**src/rtl/mem_bus_ctrl.sv**
```systemverilog
`default_nettype none
// ============================================================================
// Module      : mem_bus_ctrl
// Description : Shares one memory bus between instruction fetch and MEM-stage
//               data access. Builds the 6-bit pipeline stall vector.
// Revision    : 1.0
// ============================================================================
module mem_bus_ctrl #(
    parameter int TIMEOUT = 255,
    parameter int CNT_W   = 8
) (
    input  logic        clk,
    input  logic        rst,
    input  logic        if_req,
    input  logic [31:0] if_addr,
    output logic [31:0] if_rdata,
    input  logic        mem_req,
    input  logic        mem_we,
    input  logic [3:0]  mem_sel,
    input  logic [31:0] mem_addr,
    input  logic [31:0] mem_wdata,
    output logic [31:0] mem_rdata,
    input  logic        stallreq_id,
    input  logic        stallreq_ex,
    input  logic        flush,
    output logic        bus_stb,
    output logic        bus_we,
    output logic [3:0]  bus_sel,
    output logic [31:0] bus_addr,
    output logic [31:0] bus_wdata,
    input  logic        bus_ack,
    input  logic [31:0] bus_rdata,
    output logic        bus_err,
    output logic [5:0]  stall
);

    typedef enum logic [1:0] {
        IDLE   = 2'd0,
        D_WAIT = 2'd1,
        I_WAIT = 2'd2
    } state_t;

    state_t      state_q, state_d;
    logic        bus_stb_q, bus_stb_d;
    logic        bus_we_q, bus_we_d;
    logic [3:0]  bus_sel_q, bus_sel_d;
    logic [31:0] bus_addr_q, bus_addr_d;
    logic [31:0] bus_wdata_q, bus_wdata_d;
    logic [31:0] if_rdata_q, if_rdata_d;
    logic [31:0] mem_rdata_q, mem_rdata_d;
    logic        bus_err_q, bus_err_d;
    logic        d_done_q, d_done_d;
    logic        i_valid_q, i_valid_d;
    logic        discard_q, discard_d;
    logic [CNT_W-1:0] cnt_q, cnt_d;

    logic stallreq_mem;
    logic stallreq_if;
    logic term_cnt;
    logic drop_fetch;

    assign stallreq_mem = mem_req & ~d_done_q;
    assign stallreq_if  = if_req & ~i_valid_q;
    assign term_cnt     = (cnt_q == CNT_W'(TIMEOUT - 1));
    // A flush arriving together with the ack still kills the fetched word.
    assign drop_fetch   = discard_q | flush;

    always_comb begin
        stall = 6'b000000;
        if (rst)               stall = 6'b000000;
        else if (stallreq_mem) stall = 6'b011111;
        else if (stallreq_ex)  stall = 6'b001111;
        else if (stallreq_id)  stall = 6'b000111;
        else if (stallreq_if)  stall = 6'b000011;
    end

    always_comb begin
        state_d     = state_q;
        bus_stb_d   = bus_stb_q;
        bus_we_d    = bus_we_q;
        bus_sel_d   = bus_sel_q;
        bus_addr_d  = bus_addr_q;
        bus_wdata_d = bus_wdata_q;
        if_rdata_d  = if_rdata_q;
        mem_rdata_d = mem_rdata_q;
        bus_err_d   = 1'b0;
        d_done_d    = 1'b0;
        discard_d   = discard_q;
        cnt_d       = '0;

        i_valid_d = i_valid_q;
        if (i_valid_q && !stall[1]) i_valid_d = 1'b0;
        if (flush)                  i_valid_d = 1'b0;

        case (state_q)
            IDLE: begin
                if (mem_req && !d_done_q) begin
                    bus_stb_d   = 1'b1;
                    bus_we_d    = mem_we;
                    bus_sel_d   = mem_sel;
                    bus_addr_d  = mem_addr;
                    bus_wdata_d = mem_wdata;
                    state_d     = D_WAIT;
                end else if (if_req && !i_valid_q && !flush) begin
                    bus_stb_d  = 1'b1;
                    bus_we_d   = 1'b0;
                    bus_sel_d  = 4'b1111;
                    bus_addr_d = if_addr;
                    state_d    = I_WAIT;
                end
            end
            D_WAIT: begin
                if (bus_ack || term_cnt) begin
                    mem_rdata_d = (bus_ack && !bus_we_q) ? bus_rdata : 32'h0;
                    d_done_d    = 1'b1;
                    bus_err_d   = ~bus_ack;
                    bus_stb_d   = 1'b0;
                    state_d     = IDLE;
                end else begin
                    cnt_d = cnt_q + 1'b1;
                end
            end
            I_WAIT: begin
                discard_d = drop_fetch;
                if (bus_ack || term_cnt) begin
                    if (!drop_fetch) begin
                        if_rdata_d = bus_ack ? bus_rdata : 32'h0;
                        i_valid_d  = 1'b1;
                    end
                    discard_d = 1'b0;
                    bus_err_d = ~bus_ack;
                    bus_stb_d = 1'b0;
                    state_d   = IDLE;
                end else begin
                    cnt_d = cnt_q + 1'b1;
                end
            end
            default: state_d = IDLE;
        endcase
    end

    always_ff @(posedge clk) begin
        if (rst) begin
            state_q     <= IDLE;
            bus_stb_q   <= 1'b0;
            bus_we_q    <= 1'b0;
            bus_sel_q   <= 4'b0000;
            bus_addr_q  <= 32'h0;
            bus_wdata_q <= 32'h0;
            if_rdata_q  <= 32'h0;
            mem_rdata_q <= 32'h0;
            bus_err_q   <= 1'b0;
            d_done_q    <= 1'b0;
            i_valid_q   <= 1'b0;
            discard_q   <= 1'b0;
            cnt_q       <= '0;
        end else begin
            state_q     <= state_d;
            bus_stb_q   <= bus_stb_d;
            bus_we_q    <= bus_we_d;
            bus_sel_q   <= bus_sel_d;
            bus_addr_q  <= bus_addr_d;
            bus_wdata_q <= bus_wdata_d;
            if_rdata_q  <= if_rdata_d;
            mem_rdata_q <= mem_rdata_d;
            bus_err_q   <= bus_err_d;
            d_done_q    <= d_done_d;
            i_valid_q   <= i_valid_d;
            discard_q   <= discard_d;
            cnt_q       <= cnt_d;
        end
    end

    assign bus_stb   = bus_stb_q;
    assign bus_we    = bus_we_q;
    assign bus_sel   = bus_sel_q;
    assign bus_addr  = bus_addr_q;
    assign bus_wdata = bus_wdata_q;
    assign bus_err   = bus_err_q;
    assign if_rdata  = if_rdata_q;
    assign mem_rdata = mem_rdata_q;

endmodule
`default_nettype wire

```
**config.mk**
```make
export PLATFORM = sky130hd
export DESIGN_NAME = mem_bus_ctrl
export DESIGN_NICKNAME = d
export VERILOG_FILES = /design/src/rtl/mem_bus_ctrl.sv
export SDC_FILE = /design/constraint.sdc
export NUM_CORES = 1
export LEC_CHECK = 0
export ABC_AREA = 1
export CAP_MARGIN = 10
export CELL_PAD_IN_SITES_DETAIL_PLACEMENT = 1
export CELL_PAD_IN_SITES_GLOBAL_PLACEMENT = 2
export CORE_AREA = 5 5 171 173
export CTS_BUF_LIST = sky130_fd_sc_hd__clkbuf_2
export DETAILED_ROUTE_END_ITERATION = 6
export DIE_AREA = 0 0 176 178
export PLACE_DENSITY_LB_ADDON = 0.1
export SLEW_MARGIN = 20
export SYNTH_ARGS = -nofsm -noshare
export SYNTH_HDL_FRONTEND = slang
export SYNTH_SLANG_ARGS = --single-unit
```
**constraint.sdc**
```tcl
create_clock -name clk -period 3.2 [get_ports clk]
set_clock_uncertainty 0.05 [all_clocks]
set_input_delay 0.64 -clock clk [delete_from_list [all_inputs] [get_ports clk]]
set_output_delay 0.64 -clock clk [all_outputs]
set_load 0.02 [all_outputs]
```
==> results of run 1 <==
-- placed cells by master, fill, tap and decap left out, types with 2 or more instances in the layout --
cell type	Yosys	final
buf_2	12	2
inv_6	0	4
clkinvlp_4	0	3
o21ai_0	70	70
bufinv_16	0	2
a21oi_1	41	40
buf_4	2	20
diode_2	0	2
dfxtp_1	148	148
nor2_1	202	201
ha_1	5	5
nor2_2	2	3
clkdlybuf4s50_1	0	277
nand2_1	247	247
nand4_1	44	44
nand3b_1	6	6
nand3_1	5	5
clkinv_2	0	2
xor2_1	3	3
inv_2	2	3
inv_1	59	58
clkbuf_2	0	19
-- cells by family (layout without fill, tap and decap cells) --
group                    count (synthesis)  after routing  share of synthesized area [%]
AND/OR/NAND/NOR                        512            512                          33.53
flip-flops                             148            148                          47.58
buffers and inverters                  126            394                          8.198
AO/OA/AOI/OAI                          112            112                          9.062
adder cells (fa/ha/maj)                  5              5                          1.005
XOR/XNOR                                 4              4                         0.5627
other                                    1              3                        0.06022
-- registers in the layout, indices dropped and copies added (netlist names) --
signal and count:
if_rdata 32, d_done_q 1, bus_wdata 32, bus_stb 1
bus_addr 32, bus_err 1, mem_rdata 32, discard_q 1
i_valid_q 1, state_q 2, bus_we 1, cnt_q 8
bus_sel 4
-- worst max-delay path, cell delays in order --
cell and delay (ns):
clkdlybuf4s50_1 0.49, nand2_1 0.11, a21oi_1 0.27, a31o_2 0.21, clkdlybuf4s50_1 0.62
-- per-stage QoR --
| step | cells | utilization (%) | hold WS, ns | power [mW] | worst slack [ns] |
|---|---|---|---|---|---|
| after detailed placement | 1490 | 34.03 | 0.4041 | 3.351 | 0.1792 |
| after global routing | 1524 | 34.93 | 0.08710 | 4.732 | 0.03879 |
| after floorplan | 908 | - | 0.3797 | 2.682 | 0.7753 |
| after CTS | 1522 | 34.91 | 0.1087 | 4.552 | 0.1653 |
| after global placement | 1490 | 34.03 | 0.3991 | 3.347 | 0.1826 |
| final | 1524 | 34.93 | 0.1891 | 4.445 | 0.1673 |
-- metal layers --
layer | vias to the layer above | wire, um
met5 | - | 31
met4 | 6 | 262
met3 | 24 | 2187
met2 | 185 | 11390
met1 | 2950 | 10960
li1 | 3354 | -
-- synthesized netlist by cell type, types with 2 or more instances --
cell / n
nand2_1: 247
inv_1: 59
nor2_2: 2
ha_1: 5
xor2_1: 3
nand3b_1: 6
o21ai_0: 70
nand3_1: 5
inv_2: 2
dfxtp_1: 148
buf_2: 12
nor2_1: 202
buf_6: 2
clkbuf_1: 47
a21oi_1: 41
buf_4: 2
nand4_1: 44
-- final timing paths --
path                      from      endpoint  slack [ns]  depth (start not counted)
hold reg to reg   mem_rdata[6]  mem_rdata[6]        0.43                          2
setup reg to reg      cnt_q[0]  mem_rdata[4]        1.05                         11
hold / removal             rst     i_valid_q        0.19                          2
setup / recovery       mem_req      stall[0]        0.17                          5
-- power by group through the flow --
| stage | Clock (mW) | Combinational (mW) | Sequential [mW] |
|---|---|---|---|
| floorplan | 0 | 0.409 | 2.27 |
| global placement | 0 | 1.24 | 2.10 |
| detailed placement | 0 | 1.24 | 2.11 |
| CTS | 1.23 | 1.25 | 2.08 |
| global route | 1.30 | 1.34 | 2.10 |
| finish | 1.16 | 1.22 | 2.07 |
-- final cells by class --
type,count,area [sq um]
Antenna cell,2,5.005
Sequential cell,148,2963
Fill cell,3373,17880
Multi-Input combinational cell,634,2768
Timing Repair Buffer,300,2953
Clock buffer,19,95.09
Inverter,62,232.7
Tap cell,346,432.9
Clock inverter,13,147.6
==> results.py, run 1 <==
metrics = {
    "run_status": {
        "status": "finished clean",
    },
    "global_route": {
        "grt_pass1_vias": 6632,
        "grt_max_degree": 55,
        "grt_overflow": 0,
        "gr-usage-met1_pct": 19.00,
        "use_met3_pct": 6.210,
        "grt_pass1_wl_um": 37880,
        "grt_use_met2_pct": 25.33,
        "grt_most_used_layer": "met2",
        "grt_usage_pct": 15.36,
        "grt_antenna_before_repair": 4,
    },
    "floorplan": {
        "die_h_um": 178,
        "die_w_um": 176,
        "num_rows": 61,
        "initial_core_util_pct": 22.66,
        "ios": 282,
        "coreArea_sq_um": 27480,
        "die_area_sq_um": 31330,
    },
    "detailed_routing": {
        "avgViaCountPerCell": 4.278,
        "drt-total-wl_um": 24830,
        "wire_per_inst_um": 16.30,
        "vias": 6519,
        "drt_iter0_drc": 229,
        "ant_nets": 0,
        "drtPass1Iterations": 4,
        "drcViolationCount": 0,
    },
    "clock_tree": {
        "cts_buffers": 17,
        "clkTransAtPathRegs_ns": 0.19,
        "postCtsHoldBufs": 0,
        "cts_tree": "yes",
        "clkLatencyLatePin_ns": 0.69,
        "clockBufferDepth": 2,
        "post-cts-setup-buffer-count": 0,
        "ctsResizeCount": 0,
        "htree_levels": 4,
        "cts_root_buf": "clkbuf_2",
        "cts.sinks": 148,
    },
    "sta": {
        "finalCritPeriodShare_pct": 94.77,
        "setup-violations-final": 0,
        "slew_headroom_pct": 51.15,
        "final-max-slew-violation-count": 0,
        "rsz0062_at_grt": "false",
        "hold_viol_final": 0,
        "fmax_mhz": 329.7,
        "finalSetupTns_ns": 0,
        "worstMarginPinSlew_ns": 0.7328,
        "fin_crit_ns": 3.033,
    },
    "logic_synthesis": {
        "synth_fp_nets": 1054,
        "ys.flop_type": "dfxtp_1",
        "synth.area.top_cells": "dfxtp_1 48%, nand2_1 15%, nor2_1 12%",
        "syn-cell-area_sq_um": 6227,
        "yosys.area.top_type": "dfxtp_1",
        "ys_seq_elements": 148,
        "seq_area_frac_synth_pct": 47.58,
        "synth_cell_types": 28,
        "ys_warn_count": 0,
        "postSynthAreaPerCell_sq_um": 6.858,
        "synth_top_area_share_pct": 47.58,
        "async_flop_share_pct": 0,
        "synth_edf_count": 0,
        "synthCells": 908,
    },
    "worst_setup_path": {
        "critPathMaxFanout": 3,
        "cp-end-kind": "output port",
        "critPathArrivalTime_ns": 2.34,
        "crit_type": "in -> out",
        "setup.worst_path.start_class": "primary input",
        "required_ns": 2.51,
    },
    "power": {
        "p_comb_share_pct": 27.4,
        "power_density_nw_per_um2": 463.2,
        "p_sw_mw": 1.535,
        "p_leak_nw": 4.047,
        "netSwitchingFraction_pct": 34.54,
        "ir_worst_vdd_uv": 181.9,
        "p_clk_share_pct": 26.0,
        "p_seq_share_pct": 46.6,
        "p_int_mw": 2.910,
    },
    "placement": {
        "dpl_cell_area_sq_um": 9349,
        "dp_hpwl_um": 17630,
        "numPortBuffers": 280,
        "gp_congestion": 0.7253,
    },
    "job": {
        "drv_cap": 0,
    },
    "min_path": {
        "min_path_type": "in -> reg",
    },
    "layout": {
        "fin_nets": 1309,
        "syn_to_final_growth_pct": 54.11,
        "drive_gt1_share_pct": 5.697,
        "postLayoutCellArea_sq_um": 9597,
    },
}
(Power assumes the default switching activity.)
==> run 2, diff against run 1 <==
- SLEW_MARGIN: 20 -> 10
==> results of run 2 <==
Final layout, timing and power as in run 1 (identical DEF).
==> run 3, diff against run 2 <==
- CAP_MARGIN: 10 -> default
- CTS_CLUSTER_DIAMETER: default -> 40
==> results of run 3 <==
Final layout, timing and power as in run 1 (identical DEF).
